--- src/rtl/lap_memory_ctrl_pkg.sv ---
// Shared sizing defaults and FSM encoding for the stopwatch lap-memory controller.
package lap_memory_ctrl_pkg;

    localparam int LAP_DATA_W = 24;
    localparam int LAP_ADDR_W = 4;
    localparam int LAP_DEPTH  = 16;

    typedef enum logic [1:0] {
        IDLE   = 2'd0,
        WRITE  = 2'd1,
        UPDATE = 2'd2
    } lap_state_t;

endpackage

--- src/rtl/lap_browse_ptr.sv ---
// Display read pointer: loadable, clearable, saturating up/down counter
// bounded to the stored laps.
module lap_browse_ptr
    import lap_memory_ctrl_pkg::*;
#(
    parameter int ADDR_W = LAP_ADDR_W
) (
    input  logic              clk,
    input  logic              reset,
    input  logic              clear,
    input  logic              load,
    input  logic [ADDR_W-1:0] load_addr,
    input  logic              en,
    input  logic              next,
    input  logic              prev,
    input  logic [ADDR_W:0]   lap_count,
    output logic [ADDR_W-1:0] rd_addr
);

    logic [ADDR_W:0] rd_inc;
    logic            can_inc;
    logic            can_dec;
    logic            have_laps;

    assign rd_inc    = (ADDR_W+1)'(rd_addr) + 1'b1;
    assign have_laps = (lap_count != '0);
    assign can_inc   = (rd_inc < lap_count);
    assign can_dec   = (rd_addr != '0);

    always_ff @(posedge clk or posedge reset) begin
        if (reset) begin
            rd_addr <= '0;
        end else if (clear) begin
            rd_addr <= '0;
        end else if (load) begin
            rd_addr <= load_addr;
        end else if (en && have_laps && (next ^ prev)) begin
            // Both directions at once cancel out; each saturates at its end.
            if (next && can_inc) begin
                rd_addr <= rd_inc[ADDR_W-1:0];
            end else if (prev && can_dec) begin
                rd_addr <= rd_addr - 1'b1;
            end
        end
    end

endmodule

--- src/rtl/lap_memory_ctrl.sv ---
// Lap capture sequencer: latches the running time on a lap request, issues one
// write strobe to the lap register file and tracks count / browse pointer.
module lap_memory_ctrl
    import lap_memory_ctrl_pkg::*;
#(
    parameter int DATA_W = LAP_DATA_W,
    parameter int ADDR_W = LAP_ADDR_W,
    parameter int DEPTH  = LAP_DEPTH
) (
    input  logic              clk,
    input  logic              reset,
    input  logic [DATA_W-1:0] time_in,
    input  logic              lap,
    input  logic              clear,
    input  logic              next,
    input  logic              prev,
    output logic              wr_en,
    output logic [ADDR_W-1:0] wr_addr,
    output logic [DATA_W-1:0] wr_data,
    output logic [ADDR_W-1:0] rd_addr,
    output logic [ADDR_W:0]   lap_count,
    output logic              empty,
    output logic              full,
    output logic              lap_dropped
);

    lap_state_t        state_q;
    lap_state_t        state_d;
    logic              pending_q;
    logic              pending_d;
    logic [ADDR_W:0]   count_q;
    logic [ADDR_W-1:0] wr_addr_q;
    logic [DATA_W-1:0] wr_data_q;
    logic              dropped_q;
    logic              accept;
    logic              drop;
    logic              browse_en;
    logic              load_ptr;

    assign full      = (count_q == (ADDR_W+1)'(DEPTH));
    assign empty     = (count_q == '0);
    assign wr_en     = (state_q == WRITE);
    assign wr_addr   = wr_addr_q;
    assign wr_data   = wr_data_q;
    assign lap_count = count_q;
    assign lap_dropped = dropped_q;

    always_comb begin
        state_d   = state_q;
        pending_d = pending_q;
        accept    = 1'b0;
        drop      = 1'b0;
        browse_en = 1'b0;
        unique case (state_q)
            IDLE: begin
                if (lap || pending_q) begin
                    // A fresh lap arriving alongside a pending one is lost.
                    pending_d = 1'b0;
                    if (!full) begin
                        accept  = 1'b1;
                        state_d = WRITE;
                    end else begin
                        drop = 1'b1;
                    end
                end else begin
                    browse_en = 1'b1;
                end
            end
            WRITE: begin
                if (lap) pending_d = 1'b1;
                state_d = UPDATE;
            end
            UPDATE: begin
                if (lap) pending_d = 1'b1;
                state_d = IDLE;
            end
            default: begin
                state_d   = IDLE;
                pending_d = 1'b0;
            end
        endcase
    end

    always_ff @(posedge clk or posedge reset) begin
        if (reset) begin
            state_q   <= IDLE;
            pending_q <= 1'b0;
            count_q   <= '0;
            wr_addr_q <= '0;
            wr_data_q <= '0;
            dropped_q <= 1'b0;
        end else if (clear) begin
            state_q   <= IDLE;
            pending_q <= 1'b0;
            count_q   <= '0;
            wr_addr_q <= '0;
            dropped_q <= 1'b0;
        end else begin
            state_q   <= state_d;
            pending_q <= pending_d;
            dropped_q <= drop;
            if (accept) begin
                wr_data_q <= time_in;
                wr_addr_q <= count_q[ADDR_W-1:0];
            end
            // Count lands as the strobe ends, visible during UPDATE.
            if (state_q == WRITE) begin
                count_q <= count_q + 1'b1;
            end
        end
    end

    assign load_ptr = (state_q == WRITE);

    lap_browse_ptr #(
        .ADDR_W (ADDR_W)
    ) u_browse (
        .clk       (clk),
        .reset     (reset),
        .clear     (clear),
        .load      (load_ptr),
        .load_addr (wr_addr_q),
        .en        (browse_en),
        .next      (next),
        .prev      (prev),
        .lap_count (count_q),
        .rd_addr   (rd_addr)
    );

endmodule

--- config.mk ---
export PLATFORM = sky130hd
export DESIGN_NAME = lap_memory_ctrl
export DESIGN_NICKNAME = d
export VERILOG_FILES = /design/src/rtl/lap_memory_ctrl_pkg.sv /design/src/rtl/lap_browse_ptr.sv /design/src/rtl/lap_memory_ctrl.sv
export SDC_FILE = /design/constraint.sdc
export NUM_CORES = 1
export LEC_CHECK = 0
export CAP_MARGIN = 20
export CELL_PAD_IN_SITES_DETAIL_PLACEMENT = 2
export CELL_PAD_IN_SITES_GLOBAL_PLACEMENT = 2
export CORE_AREA = 10 10 94 96
export CTS_CLUSTER_DIAMETER = 30
export DETAILED_ROUTE_END_ITERATION = 10
export DIE_AREA = 0 0 104 106
export HOLD_SLACK_MARGIN = 0.1
export PLACE_DENSITY = 0.83
export SKIP_LAST_GASP = 1
export SLEW_MARGIN = 20
export SYNTH_ARGS = -nofsm -noshare
export SYNTH_HDL_FRONTEND = slang
export SYNTH_SLANG_ARGS = --single-unit
--- constraint.sdc ---
create_clock -name clk -period 5.52 [get_ports clk]
set_clock_uncertainty 0.05 [all_clocks]
set_input_delay 1.104 -clock clk [delete_from_list [all_inputs] [get_ports clk]]
set_output_delay 1.104 -clock clk [all_outputs]
set_load 0.02 [all_outputs]
---- Word-level counts from Yosys, hierarchy flattened ----
Cells that the tools add are included.
cells by class
  shifts and indexed selects .............. 0
  multiplexer cells ....................... 26
  equality and inequality tests ........... 6
  $mul .................................... 0
  reductions and logical operators ........ 18
  bitwise operators ....................... 2
  $add $sub $neg .......................... 3
  magnitude comparators ................... 1
  divide/modulo/power cells ............... 0
operators by type and width
  operator             number
  $mux 4               7
  $mux 1               12
  $mux 5               2
  $reduce_and 2->1     4
  $reduce_bool 4->1    2
  $mux 2               3
  $ne 3x3->1 const B   2
  $add 4x1->5 const B  1
  $add 5x1->5 const B  1
  $eq 5x5->1 const B   1
  $logic_not 5->1      1
  $lt 5x5->1           1
  $reduce_bool 5->1    1
  $logic_and 1x1->1    4
  $pmux 2 s2           1
  $reduce_bool 2->1    2
  $sub 4x1->4 const B  1
  $ne 3x1->1 const B   1
  $reduce_bool 3->1    1
  $eq 2x1->1 const B   1
  $eq 2x2->1 const B   1
  $logic_not 2->1      1
  $pmux 1 s2           1
  $reduce_or 2->1      1
  other kinds (3)      3
word-level totals
  ROM bits ................................ 0
  output and inout bits ................... 41
  input bits .............................. 30
  RAM bits ................................ 0
  register bits after elaboration ......... 41
  memories ................................ 0
  latch bits .............................. 0

---- Logic depth before layout (Yosys ltp) ----
  word-level depth ........................ 8
  mapped depth ............................ 10
  mapped depth without buffers ............ 9

---- Cells and area by module ----
From an unflattened synthesis, not the netlist that was laid out.
unflattened totals
  cells, all modules ...................... 189
  area, all modules ....................... 2280.9 sq um
by module, submodules not included
  module           sequential area each (sq um)  instances  cells each  area an instance (sq um)
  lap_memory_ctrl  925.9                         1          122         1745.4
  lap_browse_ptr   100.1                         1          67          535.5

---- Least setup slack after synthesis ----
Ideal clock, no wire load.
  path type ............................... register to output
  start ................................... reg count_q[1], in the netlist lap_count[1]
  end ..................................... out empty
  stages on the path, launching flop included .. 5
  required time ........................... 4.366 ns
  arrival time ............................ 1.351 ns
  path buffers ............................ 0
  setup slack ............................. 3.015 ns
  cell sequence ........................... dfrtp_1 -> inv_1 -> ha_1 -> or4b_4 -> inv_1
on the way
  cells in the longest elaborated chain, start to end .. 1
ends and longest elaborated chain
  what                    line                    RTL
  from (decl)             lap_memory_ctrl.sv:31   logic [ADDR_W:0] count_q;
  from (signal assigned)  lap_memory_ctrl.sv:108  count_q <= count_q + 1'b1;
  $logic_not 5->1         lap_memory_ctrl.sv:41   assign empty = (count_q == '0);
  to (decl)               lap_memory_ctrl.sv:22   output logic empty,
Every way passes these cells.

---- Worst setup path in the final report ----
  start ................................... reg count_q[0], in the netlist lap_count[0]
  end ..................................... out empty
Same word-level chain as after synthesis.

==> impl_metrics.env <==
export IMPL_status="completed"
export IMPL_slowest_stage="clkdlybuf4s50_1"
export IMPL_syn_num_nets=223
export IMPL_r2r_cells=8
export IMPL_clk_path_buf_depth=2
export IMPL_tritoncts="built"
export IMPL_num_antenna_cells=0
export IMPL_finalNetCount=294
export IMPL_post_synth_top_count_cell="dfrtp_1"
export IMPL_placed_area_um2=2910
export IMPL_numCtsBuffers=5
export IMPL_finalPower_mw=1.28
export IMPL_final_area_um2=3010
export IMPL_maxSlewViolCount=0
export IMPL_start_kind="flip-flop"
export IMPL_cts_resized_gates=0
export IMPL_endpoint_kind="primary output"
export IMPL_htree_num_levels=2
export IMPL_drive_above_1_share_pct=13.8
export IMPL_cp_data_required_time_ps=4370
export IMPL_worst_path_buf_inv=3
export IMPL_critPathMaxFanout=7
export IMPL_dr_pass1_iters=4
export IMPL_gp_congestion=0.756
export IMPL_syn_to_final_growth_pct=41.8
export IMPL_hold_violations=0
export IMPL_crit_family="buffers and inverters"
export IMPL_slew_headroom_pct=48.0
export IMPL_synth_warnings=0
export IMPL_synth_edff_count=0
export IMPL_cp_arrival_ps=2220
export IMPL_rsz0062_at_grt="false"
export IMPL_worstSkewPairLatency_ps=290
export IMPL_cp_common_cell="inv_1"
export IMPL_wire_per_inst_um=19.3
export IMPL_worst_path_stages=5
export IMPL_fin_ws_ps=2140
export IMPL_grt_pass1_vias=1978
export IMPL_holdBufCountCts=0
export IMPL_yosysSeqAreaShare_pct=48.3
export IMPL_grt_pass1_wl_mm=11.0
export IMPL_grt_antenna_before_repair=0
export IMPL_cap_violations=0
export IMPL_grt_overflow_total=0
export IMPL_critical_path_class="reg2out"
export IMPL_postCtsSetupRepairBufs=0
export IMPL_num_rows=31
export IMPL_wl_mm=6.82
export IMPL_netlist_top_cells_count="dfrtp_1, inv_1, nor2_1"
export IMPL_finalCritPeriodShare_pct=61.1
export IMPL_finalSetupTns_ps=0
export IMPL_p_leak_nw=1.29
export IMPL_place_inst=345
export IMPL_hold_depth=1
export IMPL_yosysTopAreaCellShare_pct=48.3
export IMPL_yosysTopAreaCell="dfrtp_1"
export IMPL_die_y_um=106
export IMPL_vias=1693
export IMPL_fin_cells=353
export IMPL_min_period_ps=3380
export IMPL_dieArea_um2=11000
export IMPL_clkTransAtPathRegs_ps=80
export IMPL_io_buffers=70
export IMPL_synth_ff_type="dfrtp_1"
export IMPL_hp_class="reg2reg"
export IMPL_synth_area_um2=2120
export IMPL_core_area_um2=7060
export IMPL_grtUsageTotal_pct=12.5
export IMPL_power_density_nw_per_um2=424
export IMPL_peakVddDrop_mv=0.274
export IMPL_pin_count=71
export IMPL_fmax_mhz=296
export IMPL_dp_hpwl_mm=5.30
export IMPL_die_x_um=104
export IMPL_drt_drc_violations_left=0
export IMPL_cp_slowest_stage_delay_ps=590
export IMPL_synth_cell_types=40
export IMPL_setup_violations_final=0
export IMPL_synth_async_reset_ratio_pct=100
export IMPL_initial_core_util_pct=30.1
export IMPL_crit_chain="inv_1 > ha_1 > or4b_4 > inv_1 > clkdlybuf4s50_1"
export IMPL_synth_area_per_cell_um2=11.7
export IMPL_grt_max_degree=42
export IMPL_syn_inst=182
export IMPL_dp_slack_ps=2300
export IMPL_clock_root_buffer="clkbuf_8"
export IMPL_ys_seq_elements=41
export IMPL_ant_nets=0
export IMPL_clkSinkCount=41
export IMPL_via_per_inst=4.80
export IMPL_synthTopCellsByArea="dfrtp_1, mux2_4, ha_1"
export IMPL_worstMarginPinSlew_ps=772
export IMPL_drt_iter0_drc=57
## worst paths after layout
check                                 endpoint           startpoint  slack [ps]
min                                wr_data[10]          wr_data[10]         440
min reg2reg                        wr_data[10]          wr_data[10]         440
max reg2reg                u_browse.rd_addr[2]  u_browse.rd_addr[0]        3090
min in group asynchronous           wr_data[5]                reset        1200
max                                      empty         lap_count[0]        2140
max in group asynchronous  u_browse.rd_addr[2]                reset        3840
## cell type report
class / count / area (um^2)
Fill cell: 753 / 4050
Sequential cell: 41 / 1030
Multi-Input combinational cell: 117 / 986
Timing Repair Buffer: 72 / 716
Tap cell: 99 / 124
Clock buffer: 7 / 96.3
Inverter: 16 / 60.1
Clock inverter: 1 / 5.00
## worst reg2reg max path, cell delays in order (launching register included)
cell	delay [ps]
dfrtp_1	460
ha_1	300
xor2_1	170
ha_1	300
a21oi_1	140
o21ai_0	150
a31oi_1	370
a31oi_1	160
o211a_1	240
## cells in the final DEF (no fill, tap or decap), types with 3 or more instances in the layout
master,Yosys,routed
xnor2_1,5,5
a22o_1,3,3
mux2_1,7,7
ha_1,11,11
nand3_1,4,4
inv_1,16,16
clkbuf_8,0,7
o21ai_0,6,6
xor2_1,3,3
nor2_1,14,14
nor3_1,5,5
nand2_1,4,4
mux2i_1,3,3
a21oi_1,5,5
dfrtp_1,41,41
mux2_4,10,10
clkdlybuf4s50_1,0,70
mux2_2,7,7
## kinds of logic (layout without fill, tap and decap cells)
| family | count (synthesis) | in the layout | share of synthesized area, % |
|---|---|---|---|
| AND/OR/NAND/NOR | 44 | 44 | 11.9 |
| XOR/XNOR | 8 | 8 | 3.30 |
| AO/OA/AOI/OAI | 27 | 27 | 8.83 |
| buffers and inverters | 24 | 96 | 5.30 |
| flip-flops | 41 | 41 | 48.3 |
| adder cells (fa/ha/maj) | 11 | 11 | 6.48 |
| multiplexers | 27 | 27 | 15.9 |
## metal layers
metal  global-route usage [%]  vias to the layer above  wire, um
met4                     2.68                        0        44
met3                     7.31                        4       810
met1                     13.6                      855      2630
li1                         -                      778         -
met5                        0                        -         0
met2                     21.0                       56      3330
## metrics by stage
stage                     hold WS (ps)  util (%)
after floorplan                    436         -
after global placement             418      41.2
after detailed placement           428      41.2
after CTS                          449      42.7
after global routing               463      42.7
final                              443      42.7
## where the power goes
part | total (mW) | switching, mW | internal, mW
logic | 0.598 | 0.293 | 0.305
registers | 0.461 | 0.0712 | 0.390
clock network | 0.220 | 0.107 | 0.113
total | 1.28 | 0.471 | 0.807
## registers in the layout, summed over array words and instances, names as in the netlist
signal            flops
wr_addr               4
u_browse.rd_addr      4
lap_dropped           1
wr_data              24
pending_q             1
lap_count             5
state_q               2
Power figures use the tool's default switching activity.
